<file path="src/rtl/mem_bus_arbiter.sv">
// Shares one sram-like memory bus between ibus (fetch) and dbus (data), one transaction in flight.
// Define MEM_ARB_STAT_EN to add the stat_icnt/stat_dcnt/stat_iwait counters.
module mem_bus_arbiter #(
  parameter int unsigned MAX_DSTREAK = 4
) (
  input  logic        clk,
  input  logic        resetn,
  input  logic        i_req,
  input  logic [31:0] i_addr,
  output logic        i_addr_ok,
  output logic        i_data_ok,
  output logic [31:0] i_rdata,
  input  logic        d_req,
  input  logic        d_wr,
  input  logic [1:0]  d_size,
  input  logic [31:0] d_addr,
  input  logic [3:0]  d_wstrb,
  input  logic [31:0] d_wdata,
  output logic        d_addr_ok,
  output logic        d_data_ok,
  output logic [31:0] d_rdata,
  output logic        m_req,
  output logic        m_wr,
  output logic [1:0]  m_size,
  output logic [31:0] m_addr,
  output logic [3:0]  m_wstrb,
  output logic [31:0] m_wdata,
  input  logic        m_addr_ok,
  input  logic        m_data_ok,
  input  logic [31:0] m_rdata
`ifdef MEM_ARB_STAT_EN
  ,
  output logic [31:0] stat_icnt,
  output logic [31:0] stat_dcnt,
  output logic [31:0] stat_iwait
`endif
);

  localparam logic [1:0] IDLE = 2'd0;
  localparam logic [1:0] ADDR = 2'd1;
  localparam logic [1:0] DATA = 2'd2;

  localparam logic [1:0] OWN_NONE = 2'd0;
  localparam logic [1:0] OWN_I    = 2'd1;
  localparam logic [1:0] OWN_D    = 2'd2;

  localparam logic [3:0] MAX_STREAK = 4'(MAX_DSTREAK);

  logic [1:0] stateQ, stateD;
  logic [1:0] ownerQ, ownerD;
  logic [3:0] dstreakQ, dstreakD;
  logic       iOwn, dOwn, addrOk, respOk;

  assign iOwn = (ownerQ == OWN_I);
  assign dOwn = (ownerQ == OWN_D);

  assign addrOk = (stateQ == ADDR) && m_addr_ok;
  // A response completes either coincident with the address handshake or later in DATA.
  assign respOk = (addrOk && m_data_ok) || ((stateQ == DATA) && m_data_ok);

  always_comb begin
    m_req   = 1'b0;
    m_wr    = 1'b0;
    m_size  = 2'd0;
    m_addr  = 32'd0;
    m_wstrb = 4'd0;
    m_wdata = 32'd0;
    if (stateQ == ADDR) begin
      m_req = 1'b1;
      if (dOwn) begin
        m_wr    = d_wr;
        m_size  = d_size;
        m_addr  = d_addr;
        m_wstrb = d_wstrb;
        m_wdata = d_wdata;
      end else if (iOwn) begin
        m_size = 2'd2;
        m_addr = i_addr;
      end
    end
  end

  assign i_addr_ok = addrOk && iOwn;
  assign d_addr_ok = addrOk && dOwn;
  assign i_data_ok = respOk && iOwn;
  assign d_data_ok = respOk && dOwn;
  assign i_rdata   = i_data_ok ? m_rdata : 32'd0;
  assign d_rdata   = d_data_ok ? m_rdata : 32'd0;

  always_comb begin
    stateD   = stateQ;
    ownerD   = ownerQ;
    dstreakD = dstreakQ;
    case (stateQ)
      IDLE: begin
        // Data wins unless fetch has already waited out a full streak of data grants.
        if (d_req && !(i_req && (dstreakQ == MAX_STREAK))) begin
          ownerD = OWN_D;
          stateD = ADDR;
          if (!i_req) begin
            dstreakD = 4'd0;
          end else if (dstreakQ >= MAX_STREAK) begin
            dstreakD = MAX_STREAK;
          end else begin
            dstreakD = dstreakQ + 4'd1;
          end
        end else if (i_req) begin
          ownerD   = OWN_I;
          stateD   = ADDR;
          dstreakD = 4'd0;
        end
      end
      ADDR: begin
        if (m_addr_ok) begin
          if (m_data_ok) begin
            stateD = IDLE;
            ownerD = OWN_NONE;
          end else begin
            stateD = DATA;
          end
        end
      end
      DATA: begin
        if (m_data_ok) begin
          stateD = IDLE;
          ownerD = OWN_NONE;
        end
      end
      default: begin
        stateD = IDLE;
        ownerD = OWN_NONE;
      end
    endcase
  end

  always_ff @(posedge clk or negedge resetn) begin
    if (!resetn) begin
      stateQ   <= IDLE;
      ownerQ   <= OWN_NONE;
      dstreakQ <= 4'd0;
    end else begin
      stateQ   <= stateD;
      ownerQ   <= ownerD;
      dstreakQ <= dstreakD;
    end
  end

`ifdef MEM_ARB_STAT_EN
  always_ff @(posedge clk or negedge resetn) begin
    if (!resetn) begin
      stat_icnt  <= 32'd0;
      stat_dcnt  <= 32'd0;
      stat_iwait <= 32'd0;
    end else begin
      if (i_data_ok) stat_icnt <= stat_icnt + 32'd1;
      if (d_data_ok) stat_dcnt <= stat_dcnt + 32'd1;
      if (i_req && !iOwn) stat_iwait <= stat_iwait + 32'd1;
    end
  end
`endif

`ifndef SYNTHESIS
  // The granted requester must keep req high until its address is accepted.
  reqHeldInAddr: assert property (@(posedge clk) disable iff (!resetn)
    (stateQ == ADDR) |-> (iOwn ? i_req : d_req));
`endif

endmodule
</file>
<file path="config.mk">
export PLATFORM = sky130hd
export DESIGN_NAME = mem_bus_arbiter
export DESIGN_NICKNAME = d
export VERILOG_FILES = /design/src/rtl/mem_bus_arbiter.sv
export SDC_FILE = /design/constraint.sdc
export NUM_CORES = 1
export LEC_CHECK = 0
export ABC_CLOCK_PERIOD_IN_PS = 4040
export BUFFER_PORTS_ARGS = -buffer_cell sky130_fd_sc_hd__buf_4
export CAP_MARGIN = 20
export CORE_AREA = 2 2 108 110
export DETAILED_ROUTE_END_ITERATION = 10
export DIE_AREA = 0 0 110 112
export PLACE_DENSITY = 0.58
export RECOVER_POWER = 100
export SYNTH_ARGS = -nofsm -noshare
export SYNTH_HDL_FRONTEND = slang
export SYNTH_SLANG_ARGS = --single-unit
export TNS_END_PERCENT = 100
</file>
<file path="constraint.sdc">
create_clock -name clk -period 4.04 [get_ports clk]
set_input_delay 0.404 -clock clk [delete_from_list [all_inputs] [get_ports clk]]
set_output_delay 0.404 -clock clk [all_outputs]
set_load 0.01 [all_outputs]
</file>
# ---- Word-level counts from Yosys, hierarchy flattened
# Cells that the tools add are included.
dict set report op_classes {
  reduce_logical 16
  n_lt_le_gt_ge 1
  eq_ne 8
  n_addsub 1
  muxes 29
}
# operator n
set op_table {}
lappend op_table {{$mux W32} 7}
lappend op_table {{$mux W4} 6}
lappend op_table {{$mux W2} 11}
lappend op_table {{$pmux W2 S3} 2}
lappend op_table {{$logic_and A1 B1 Y1} 9}
lappend op_table {{$add A4 B1 Y4 const B} 1}
lappend op_table {{$eq A2 B1 Y1 const B} 2}
lappend op_table {{$eq A2 B2 Y1 const B} 2}
lappend op_table {{$eq A4 B3 Y1 const B} 1}
lappend op_table {{$ge A4 B3 Y1 const B} 1}
lappend op_table {{$ne A2 B2 Y1 const B} 2}
lappend op_table {{$reduce_and A2 Y1} 2}
lappend op_table {{$mux W1} 3}
lappend op_table {{$ne A3 B3 Y1 const B} 1}
lappend op_table {{$reduce_and A3 Y1} 1}
lappend op_table {{$logic_not A2 Y1} 1}
lappend op_table {{$reduce_bool A2 Y1} 1}
lappend op_table {{$logic_not A1 Y1} 1}
lappend op_table {{$logic_or A1 B1 Y1} 1}
dict set report word_totals {
  out_inout_bits 140
  ff_bits 8
  elab_cells 58
  inputBits 141
}

# ---- Depth between registers and ports, before layout
dict set report logic_depth {
  word_depth 6
  depth_mapped 7
  ltp_nobuf 5
}

# ---- Worst setup path before layout
# No wires, ideal clock.
dict set report synth_timing {
  path_type {reg2out}
  from {reg stateQ[1]}
  to {out d_rdata[22]}
  t_required_ns 3.636
  arrival_time_ns 1.421
  path_stages_with_launch 8
  setup_slack_ns 2.215
  cell_sequence {dfrtp_1 -> inv_1 -> ha_1 -> buf_4 -> a21oi_2 -> and3b_4 -> buf_6 -> and2_1}
}
dict set report synth_via {
  elab_chain_len 6
}
# item line_no
set synth_lines {}
lappend synth_lines {{start, declared} 49} ;# logic [1:0] stateQ, stateD;
lappend synth_lines {{start signal, assigned} 142} ;# stateQ <= stateD;
lappend synth_lines {{$eq A2 B1 Y1} 57} ;# assign addrOk = (stateQ == ADDR) && m_addr_ok;
lappend synth_lines {{$logic_and A1 B1 Y1} 57}
lappend synth_lines {{$logic_and A1 B1 Y1} 59} ;# assign respOk = (addrOk && m_data_ok) || ((stateQ == DATA) && m_data_ok);
lappend synth_lines {{$logic_or A1 B1 Y1 (*)} 59}
lappend synth_lines {{$logic_and A1 B1 Y1 (*)} 86} ;# assign d_data_ok = respOk && dOwn;
lappend synth_lines {{via d_data_ok} 20} ;# output logic d_data_ok,
lappend synth_lines {{$mux W32 (*)} 88} ;# assign d_rdata = d_data_ok ? m_rdata : 32'd0;
lappend synth_lines {{end, declared} 21} ;# output logic [31:0] d_rdata,
# Mark *: on every way through the listed nets, which the timed path passes. The rest lies on a longest branch.

# ---- Final worst setup path
dict set report layout_timing {
  from {reg ownerQ[1]}
  to {out i_rdata[14]}
}
dict set report layout_via {
  elab_chain_len 3
}
# item line_no
set layout_lines {}
lappend layout_lines {{start, declared} 50} ;# logic [1:0] ownerQ, ownerD;
lappend layout_lines {{start signal, assigned} 143} ;# ownerQ <= ownerD;
lappend layout_lines {{$eq A2 B1 Y1} 54} ;# assign iOwn = (ownerQ == OWN_I);
lappend layout_lines {{$logic_and A1 B1 Y1} 85} ;# assign i_data_ok = respOk && iOwn;
lappend layout_lines {{$mux W32} 87} ;# assign i_rdata = i_data_ok ? m_rdata : 32'd0;
lappend layout_lines {{end, declared} 12} ;# output logic [31:0] i_rdata,
# No other way between the ends.

==> flow_summary_export.csv <==
group,metric,value,unit
place,hpwlAfterDp,7600,µm
worst_setup_path,cp.required,3.64,ns
place,pre_cts_ws,1.63,ns
timing,tns,0,ns
synth,synth_top_cell_area_share,19.1,%
cells_and_area,fin_area,0.00368,mm²
detailed_routing,routedWlPerCell,14.1,µm
timing,period_share,76.6,%
pwr,p_leak,1.87,nW
worst_hold_path,holdPathStages,2,
die,die_h,112,µm
detailed_routing,drtAntennaViolNets,0,
cells_and_area,nNetsFinal,662,
synth,synthTopCellsByArea,"and2_1 (19%), and3_1 (14%), a22oi_1 (13%)",
worst_setup_path,critPathMaxFanout,33,
global_route,grt_pass1_wl,13200,µm
worst_hold_path,hold_class,"input pin to register",
timing,final_max_slew_viol_count,0,
die,num_rows,39,
pwr,p_seq_share,9.8,%
timing,fin_hold_ws,0.465,ns
synth,synth_ff_type,"dfrtp_1",
clock_network,cts_buffer_depth,2,
global_route,grt_pass1_vias,2664,
timing,setup_slack,0.946,ns
timing,relSlewSlack,32.6,%
worst_setup_path,worstPathArrival,2.69,ns
place,dpl-instance-area,0.00398,mm²
place,io_buffer_count,280,
die,io_pins,281,
pwr,switching_share,48.8,%
detailed_routing,dr.first_iter.drc_count,87,
synth,ys_ff_latch,8,
timing,hold_viol,0,
synth,yosysWarnings,0,
synth,synthTopCellsByCount,"and2_1 (56), and3_1 (42), nor2b_1 (34)",
global_route,grt.total_usage,13.5,%
pwr,p_per_area,363,mW/mm²
status,status,"completed",
clock_network,clkSinkCount,8,
detailed_routing,drtPass1Iterations,4,
global_route,grt_overflow_total,0,
synth,yosysTopAreaCell,"and2_1",
worst_setup_path,crit_type,"register to output port",
cells_and_area,syn_to_final_growth,101,%
pwr,power_switching,652,µW
worst_setup_path,reg2reg_depth,6,
timing,worstMarginPinSlew,1.01,ns
timing,rsz0062_at_grt,"false",
synth,post-synth-top-count-cell,"and2_1",
detailed_routing,drc_errors,0,
clock_network,cts.htree.levels,1,
detailed_routing,drt-vias-per-instance,4.31,
synth,synth-edff-count,0,
pwr,intPower,685,µW
cells_and_area,drive_gt1_share,39.3,%
die,die_w,110,µm
clock_network,cts_buffers,3,
die,die-area,0.0123,mm²
detailed_routing,routed_wl,9220,µm
timing,setup_violations,0,
timing,fin_skew,0.00184,ns
global_route,antenna_found_initial,0,
cells_and_area,diodes,0,
clock_network,path_clk_slew,0.04,ns
global_route,grt_max_degree,58,
synth,syn_inst,251,
timing,period_needed,3.09,ns
timing,max_freq,0.323,GHz
clock_network,clk_latency,0.23,ns
detailed_routing,routed-via-count,2822,
synth,synth-seq-area-share,10.9,%
synth,synth_area,0.00184,mm²
pwr,clkPwrFrac,12.5,%
cells_and_area,utilization,33.0,%
die,start_util,16.4,%
pwr,combPwrFrac,77.7,%
synth,synthArstFlopShare,100,%
clock_network,cts_tree,"yes",
synth,syn_nets,399,
die,core,0.0112,mm²
pwr,ir_worst_vdd,176,µV
place,place.gp.congestion,0.766,
worst_setup_path,critPathLaunchType,"register",
clock_network,root_buffer,"clkbuf_16",
worst_setup_path,cp-end-kind,"output port",
synth,yosysUniqueCellTypes,31,
synth,avgSynthCellArea,7.32,µm²
run,cap_violations,0,
==> power groups by stage <==
stage	registers (mW)	logic [mW]	clock network, mW
3_3_place_gp	0.131	1.16	0
3_5_place_dp	0.132	1.19	0
4_1_cts	0.131	1.20	0.171
5_1_grt	0.135	1.16	0.174
2_1_floorplan	0.125	0.704	0
6_report	0.131	1.04	0.167
==> per-layer routing <==
| metal | share of wire (%) | up-vias | GRT usage, % |
|---|---|---|---|
| met1 | 34 | 1256 | 13.5 |
| met3 | 11 | 8 | 2.63 |
| met5 | 0 | - | 0 |
| met2 | 53 | 171 | 27.0 |
| met4 | 1.9 | 0 | 3.80 |
| li1 | - | 1387 | - |
==> stage by stage <==
stage	instances	power, mW
global placement	651	1.29
detailed placement	651	1.32
floorplan	251	0.829
global route	655	1.47
finish	655	1.34
CTS	655	1.50
==> worst paths after layout <==
check	slack (ns)	endpoint	startpoint
hold reg to reg	0.50	stateQ[1]	stateQ[1]
setup reg to reg	2.26	stateQ[0]	stateQ[1]
min in group asynchronous	0.64	dstreakQ[2]	resetn
setup / recovery	0.95	i_rdata[14]	ownerQ[1]
max in group asynchronous	3.09	stateQ[0]	resetn
hold / removal	0.47	dstreakQ[2]	i_req
==> logic make-up after synthesis <==
| family | after synthesis | synth area share, % |
|---|---|---|
| adders and majority gates | 7 | 4.77 |
| muxes | 1 | 0.613 |
| buffers and inverters | 32 | 10.2 |
| AOI/OAI and AO/OA | 44 | 18.1 |
| and+or+nand+nor | 159 | 55.4 |
| DFF | 8 | 10.9 |
==> critical path, stage by stage (launching register included) <==
cell and delay, ns:
dfrtp_1 0.38, and2b_1 0.40, buf_4 0.37, and3b_1 0.89
and2_0 0.26, buf_4 0.13
==> final cells by class <==
cell class,count,area (µm²)
Multi-Input combinational cell,211,1430
Clock buffer,3,75.1
Timing Repair Buffer,284,1780
Inverter,6,22.5
Tap cell,143,179
Fill cell,1254,7490
Sequential cell,8,200
==> state kept, by name (all words and copies together), names as in the netlist <==
signal    cells
dstreakQ      4
ownerQ        2
stateQ        2
==> what timing repair did <==
item                      in CTS  in global routing
buffers inserted               0                  0
hold endpoints to repair       8                  0
resized for setup              0                  0
hold buffers                   1                  0
==> placed cells by master (no fill, tap or decap), types with 2 or more instances in the layout <==
cell type	netlist	layout
and3_1	42	42
dfrtp_1	8	8
clkbuf_1	11	95
a32o_1	2	2
and3b_1	0	2
nor2b_1	34	33
a22oi_1	32	32
inv_1	6	6
o21ai_0	3	3
nand2_1	4	4
and2_0	0	32
buf_4	2	187
nand3_1	2	2
ha_1	7	7
a21oi_1	1	2
and2_2	0	8
nor2_1	2	2
and2_1	56	25
nand2b_1	4	4
clkbuf_16	0	3
No activity file was read; power rests on OpenSTA's default activity.
